[src/rtl/seq_mul_pkg.sv]
// Shared definitions for the sequential shift-and-add multiplier:
// the controller state encoding, the default operand width and a
// helper that derives the product width from the operand width.
package seq_mul_pkg;

  localparam int DEFAULT_WIDTH = 4;

  typedef enum logic [1:0] {
    S_IDLE = 2'd0,
    S_RUN  = 2'd1,
    S_DONE = 2'd2
  } state_t;

  function automatic int prod_width(input int width);
    return 2 * width;
  endfunction

endpackage

[src/rtl/ripple_add_n.sv]
// N-bit ripple-carry adder with carry-in and carry-out, built as a chain
// of full-adder cells (sum = a^b^c, carry = ab | c(a^b)).
module ripple_add_n #(
  parameter int N = 4
) (
  input  logic [N-1:0] a,
  input  logic [N-1:0] b,
  input  logic         ci,
  output logic [N-1:0] s,
  output logic         co
);

  logic carry;

  // Full-adder cell per bit, carry rippling from bit 0 upward.
  always_comb begin
    // NOTE: every output gets a default first so no path leaves it unassigned (no latch).
    s     = '0;
    carry = ci;
    for (int i = 0; i < N; i++) begin
      // NOTE: carry is a blocking temporary, so each cell sees the carry of the cell below it.
      s[i]  = a[i] ^ b[i] ^ carry;
      carry = (a[i] & b[i]) | (carry & (a[i] ^ b[i]));
    end
    co = carry;
  end

endmodule

[src/rtl/seq_shift_add_mul.sv]
// Sequential unsigned shift-and-add multiplier with a start/ready/done
// handshake. One multiplier bit is consumed per clock in RUN; the product
// register P only changes on the edge entering DONE or on reset.
// Optional feature macro: ZERO_SKIP_EN -- when defined, a zero operand
// goes straight from IDLE to DONE with P=0, skipping the RUN phase.
module seq_shift_add_mul
  import seq_mul_pkg::*;
#(
  parameter int WIDTH = DEFAULT_WIDTH
) (
  input  logic                           clk,
  input  logic                           rst,
  input  logic                           start,
  input  logic [WIDTH-1:0]               A1,
  input  logic [WIDTH-1:0]               B1,
  output logic                           ready,
  output logic                           busy,
  output logic                           done,
  output logic [prod_width(WIDTH)-1:0]   P
);

  localparam int PW = prod_width(WIDTH);
  localparam int CW = $clog2(WIDTH + 1);

  state_t          state;
  state_t          state_next;
  logic [PW-1:0]   acc;
  logic [WIDTH-1:0] mcand;
  logic [CW-1:0]   cnt;

  logic [WIDTH-1:0] addend;
  logic [WIDTH-1:0] sum;
  logic             carry_out;
  logic [PW-1:0]    acc_shift;
  logic             zero_skip;
  logic             last_step;

`ifdef ZERO_SKIP_EN
  assign zero_skip = (A1 == '0) || (B1 == '0);
`else
  assign zero_skip = 1'b0;
`endif

  // Add the multiplicand into the high half only when the current multiplier bit is set.
  assign addend = acc[0] ? mcand : '0;

  ripple_add_n #(.N(WIDTH)) u_add (
    .a  (acc[PW-1:WIDTH]),
    .b  (addend),
    .ci (1'b0),
    .s  (sum),
    .co (carry_out)
  );

  // Carry becomes the new MSB; the consumed multiplier bit falls off the bottom.
  assign acc_shift = {carry_out, sum, acc[WIDTH-1:1]};
  assign last_step = (cnt == CW'(1));

  // State register with synchronous reset.
  always_ff @(posedge clk) begin
    // NOTE: sequential state uses non-blocking assignments so all registers update together.
    if (rst) state <= S_IDLE;
    else     state <= state_next;
  end

  // Next-state decode for the IDLE -> RUN -> DONE -> IDLE sequence.
  always_comb begin
    state_next = state;
    case (state)
      S_IDLE:  if (start) state_next = zero_skip ? S_DONE : S_RUN;
      S_RUN:   if (last_step) state_next = S_DONE;
      S_DONE:  state_next = S_IDLE;
      default: state_next = S_IDLE;
    endcase
  end

  // Datapath: operand capture, shift-add iterations and product capture.
  always_ff @(posedge clk) begin
    if (rst) begin
      acc   <= '0;
      mcand <= '0;
      cnt   <= '0;
      P     <= '0;
    end else begin
      case (state)
        S_IDLE: begin
          if (start) begin
            mcand <= A1;
            acc   <= {{WIDTH{1'b0}}, B1};
            cnt   <= CW'(WIDTH);
            if (zero_skip) P <= '0;
          end
        end
        S_RUN: begin
          acc <= acc_shift;
          cnt <= cnt - CW'(1);
          if (last_step) P <= acc_shift;
        end
        default: ;
      endcase
    end
  end

  assign ready = (state == S_IDLE);
  assign busy  = (state == S_RUN);
  assign done  = (state == S_DONE);

endmodule

[config.mk]
export PLATFORM = sky130hd
export DESIGN_NAME = seq_shift_add_mul
export DESIGN_NICKNAME = d
export VERILOG_FILES = /design/src/rtl/seq_mul_pkg.sv /design/src/rtl/ripple_add_n.sv /design/src/rtl/seq_shift_add_mul.sv
export SDC_FILE = /design/constraint.sdc
export NUM_CORES = 1
export LEC_CHECK = 0
export CAP_MARGIN = 20
export CORE_MARGIN = 2
export CORE_UTILIZATION = 50
export DETAILED_ROUTE_END_ITERATION = 8
export GPL_TIMING_DRIVEN = 1
export PLACE_DENSITY_LB_ADDON = 0.3
export SETUP_SLACK_MARGIN = 0.15
export SLEW_MARGIN = 0
export SYNTH_ARGS = -nofsm -noshare
export SYNTH_HDL_FRONTEND = slang
export SYNTH_SLANG_ARGS = --single-unit
[constraint.sdc]
create_clock -name clk -period 3.2 [get_ports clk]
set_clock_uncertainty 0.1 [all_clocks]
set_input_delay 0.64 -clock clk [delete_from_list [all_inputs] [get_ports clk]]
set_output_delay 0.64 -clock clk [all_outputs]
set_load 0.01 [all_outputs]
==> results.toml, run 1 <==
[status]
outcome = "completed"

[setup_path]
regToRegStartpoint = "acc[0]"
crit_type = "flop to primary output"
crit_fanout = 12
critPathLaunchType = "flop"
setup.worst_path.start = "state[0]"
cp-end-kind = "primary output"
worstPathArrival_ns = 2.04
cp.required_ns = 2.46

[cts]
clockRootBuffer = "clkbuf_4"
ctsHoldBuffers = 0
cts_tree = "done"
cts_resized = 0
clkTransAtPathRegs_ns = 0.13
h-tree-depth = 1
clock-sinks = 25
cts_setup_buffers = 0
cts_buffer_depth = 2
cts_buffers = 3
worstSkewPairLatency_ns = 0.32

[finish]
nNetsFinal = 154
utilization_pct = 63.3
drive_above_1_share_pct = 10.3
syn2layout_area_growth_pct = 20.9
diodes = 0
multi_input_area_um2 = 571
regArea_um2 = 500
nFillCells = 198

[placement]
place.gp.congestion = 0.853
io_buffers = 21
hpwl_um = 1610

[flow_run]
max-cap-violations = 0

[die]
dieArea_um2 = 2670
ios = 22
core_area_um2 = 2170
die_h_um = 51.7
num_rows = 17
die_width_um = 51.7
start_util_pct = 52.4

[sta]
max_freq_mhz = 360
fin_crit_sh_pct = 86.8
tightest_slew_ns = 0.487
maxSlewHeadroom_pct = 67.5
setup_tns_ns = 0
setup_viol = 0
hold_viol_final = 0
grt_setup_unrepaired = "no"
maxSlewViolCount = 0
min_period_ns = 2.78

[synth]
synth_commonest_cells = "25 x dfxtp_1, 13 x nor2_1, 11 x nand2_1, 10 x mux2i_1, 8 x a21oi_1"
yosysWarnings = 0
synth_ff_type = "dfxtp_1"
ys_types = 30
syn_area_per_cell_um2 = 9.71
async_flop_share_pct = 0
synth_nets = 134
syn_inst = 117
ys_seq_area_share_pct = 44.1
yosysMostFrequentCell = "dfxtp_1"
synth_edf_count = 0
yosysTopAreaCellShare_pct = 44.1
synth.largest_area_cell = "dfxtp_1"
synth-seq-cells = 25
syn_area_um2 = 1140
ys_top_cells_by_area = "dfxtp_1 44%, mux2i_1 8.8%, fa_1 5.3%, nor2_1 4.3%, nand2_1 3.6%"

[drt]
wire_per_inst_um = 13.3
drcViolationCount = 0
via_per_inst = 5.29
wl_um = 2180
ant_nets = 0
vias = 868
drt-pass1-iter-count = 4
drt_iter0_markers = 17

[global_routing]
overflow = 0
grt_pass1_vias = 861
grt_max_degree = 17
grt_util_met1_pct = 24.1
grt_pass1_wl_um = 3860
top_usage_layer = "met2"
antenna_found_initial = 0
grt_usage_pct = 20.0
grt_util_met2_pct = 34.4
grtUsageMet3_pct = 6.03

[min_path]
min_path_type = "flop to flop"
min_from = "mcand[0]"

[power_and_ir_drop]
power_density_nw_per_um2 = 411
ir_drop_v = 0.000278
leakage_nw = 0.499
total_power_w = 0.000564
[cells in the final DEF (no fill, tap or decap), drive strengths merged, types with 2 or more instances in the layout]
| master | n |
|---|---|
| clkdlybuf4s50 | 21 |
| inv | 6 |
| nor2 | 15 |
| ha | 3 |
| o21ai | 2 |
| a211oi | 7 |
| a21oi | 8 |
| and2 | 3 |
| or3 | 2 |
| fa | 3 |
| mux2i | 10 |
| nand3 | 3 |
| nor2b | 2 |
| nand2 | 11 |
| clkbuf | 3 |
| dfxtp | 25 |
[report_power, final]
group          leakage, nW  switching, W  internal [W]
combinational        0.277     0.0000416     0.0000432
sequential           0.204     0.0000144      0.000326
clock               0.0177     0.0000917     0.0000468
[metal layers]
metal / wire, µm / up-vias
met5: 0 / -
met4: 17 / 0
met3: 84 / 2
met2: 1110 / 17
met1: 962 / 413
li1: - / 436
[final timing paths]
check	endpoint	cells after the start	slack, ns
worst max-delay path	busy	3	0.42
worst min-delay path	mcand[0]	2	0.36
worst max register to register	acc[6]	8	0.75
worst min register to register	mcand[0]	2	0.36
[kinds of logic (layout without fill, tap and decap cells)]
| group | Yosys count | in the layout | share of synthesized area (%) |
|---|---|---|---|
| muxes | 11 | 11 | 9.80 |
| AOI/OAI and AO/OA | 20 | 20 | 12.3 |
| buffers and inverters | 13 | 32 | 5.73 |
| adders and majority gates | 6 | 6 | 8.59 |
| DFF | 25 | 25 | 44.1 |
| and+or+nand+nor | 42 | 42 | 19.5 |
[layout make-up]
cell class | instances | share of cell area (%)
Clock buffer | 3 | 1.64
Clock inverter | 1 | 0.364
Inverter | 6 | 1.64
Multi-Input combinational cell | 79 | 41.5
Sequential cell | 25 | 36.4
Tap cell | 28 | 2.55
Timing Repair Buffer | 22 | 15.8
[sequential cells by signal, indices dropped and copies added, names as in the netlist]
| register | flops |
|---|---|
| acc | 8 |
| state | 2 |
| P | 8 |
| mcand | 4 |
| cnt | 3 |
[worst max-delay path, cell delays in order, from the launching register on]
cell and delay [ns]:
dfxtp_1 0.65, or2b_2 0.41, inv_2 0.12, clkdlybuf4s50_1 0.54
[per-stage QoR]
| stage | cell area (µm²) | cells | hold slack, ns | worst slack [ns] |
|---|---|---|---|---|
| 3_5_place_dp | 1350 | 160 | 0.346 | 0.814 |
| 5_1_grt | 1370 | 164 | 0.386 | 0.297 |
| 4_1_cts | 1370 | 164 | 0.364 | 0.437 |
| 3_3_place_gp | 1350 | 160 | 0.345 | 0.831 |
| 6_report | 1370 | 164 | 0.361 | 0.423 |
| 2_1_floorplan | 1140 | 117 | 0.332 | 0.932 |
No activity file was read; power rests on OpenSTA's default activity.
==> run 2, diff against run 1 <==
Settings changed: RECOVER_POWER from default to 100.
==> run 2 against run 1 <==
Routed wire length decreased by 1.4%. First-iteration DRC count shrank 18%. Fmax down 1.7%. Non-clock buffer count stayed put. Global-route usage stayed put. Critical path depth unchanged. Combinational power down 3.7%. Final cell count stayed put. Worst setup slack got worse by 0.048 ns. Sequential cell count did not move. Count of clock-buffer cells in the layout is the same. Sequential power barely moved. Largest cell class unchanged. Highest routed layer unchanged.
==> results.toml, run 2 (synthesis gave the netlist of run 1 again) <==
[placement]
io_buffers = 21
place.gp.congestion = 0.853
hpwl_um = 1610

[flow_run]
max-cap-violations = 0

[global_routing]
grt_pass1_vias = 861
antenna_found_initial = 0
grt_usage_pct = 20.0
grt_max_degree = 17
overflow = 0
grt_pass1_wl_um = 3860

[die]
start_util_pct = 52.4
dieArea_um2 = 2670
core_area_um2 = 2170
num_rows = 17
die_width_um = 51.7
die_h_um = 51.7
ios = 22

[sta]
setup_viol = 0
tightest_slew_ns = 0.680
maxSlewViolCount = 0
maxSlewHeadroom_pct = 54.6
max_freq_mhz = 354
hold_viol_final = 0
setup_tns_ns = 0
min_period_ns = 2.83
grt_setup_unrepaired = "no"
fin_crit_sh_pct = 88.3

[setup_path]
crit_fanout = 12
worstPathArrival_ns = 2.09
critPathLaunchType = "flop"
crit_type = "flop to primary output"
cp.required_ns = 2.46
regToRegStartpoint = "acc[0]"
rrSetupSlack_ns = 0.76
cp-end-kind = "primary output"
setup.worst_path.start = "state[0]"

[finish]
nNetsFinal = 154
final_common_cell = "dfxtp_1"
reg_top3 = "P x8, acc x8, mcand x4"
utilization_pct = 62.9
drive_above_1_share_pct = 8.82
syn2layout_area_growth_pct = 20.2
diodes = 0
final_cell_mix = "25 x dfxtp_1, 13 x nor2_1, 13 x dlygate4sd3_1"

[drt]
via_per_inst = 5.36
ant_nets = 0
drt-pass1-iter-count = 4
drt_iter0_markers = 14
wl_um = 2150
wire_per_inst_um = 13.1
vias = 879
drcViolationCount = 0

[status]
outcome = "completed"

[cts]
clockRootBuffer = "clkbuf_4"
cts_buffer_depth = 2
worstSkewPairLatency_ns = 0.32
cts_tree = "done"
cts_buffers = 3
cts_resized = 0
ctsHoldBuffers = 0
clock-sinks = 25
clkTransAtPathRegs_ns = 0.13
cts_setup_buffers = 0
h-tree-depth = 1

[min_path]
min_path_type = "flop to flop"
min_from = "mcand[0]"

[power_and_ir_drop]
ir_drop_v = 0.000278
power_density_nw_per_um2 = 411
total_power_w = 0.000561
leakage_nw = 0.526
## run 2: path summary, 6_finish.rpt
kind                                  to  depth (start not counted)
worst min register to register  mcand[0]                          2
worst max register to register    acc[6]                          8
worst max-delay path                busy                          3
worst min-delay path            mcand[0]                          2
## run 2: worst max-delay path, stage by stage, from the launching register on
cell	delay (ns)
dfxtp_1	0.63
or2b_2	0.40
inv_2	0.12
dlygate4sd3_1	0.61
## run 2: per-stage QoR
step                hold WS, ns  worst slack [ns]  instances  area (µm²)
floorplan                 0.332             0.932        117        1140
global placement          0.345             0.831        160        1350
detailed placement        0.346             0.814        160        1350
CTS                       0.364             0.437        164        1370
global route              0.387             0.231        164        1370
finish                    0.361             0.374        164        1370
## run 2: final cells by class
class,count,area (µm²)
clock buffers,3,22.5
clock inverters,1,5.00
repair buffers,22,214
well taps,28,35.0
fillers,201,805
flip-flops and latches,25,500
multi-input cells,79,566
inverters,6,22.5
## run 2: per-layer routing
layer  up-vias  wire (µm)  track usage, %
li1        438          -               -
met1       422        925            24.1
met2        17       1100            34.4
met3         2        100            6.03
met4         0         17            5.26
met5         -          0               0
## run 2: report_power, final
| group | switching (W) | internal [W] | total, W |
|---|---|---|---|
| combinational | 0.0000410 | 0.0000406 | 0.0000817 |
| sequential | 0.0000141 | 0.000326 | 0.000341 |
| clock | 0.0000919 | 0.0000468 | 0.000139 |
==> run 3, diff against run 2 <==
Settings changed: CTS_CLUSTER_SIZE from default to 12.
==> results of run 3 <==
Same layout as run 2: the final DEF is identical, and so are final timing and power.
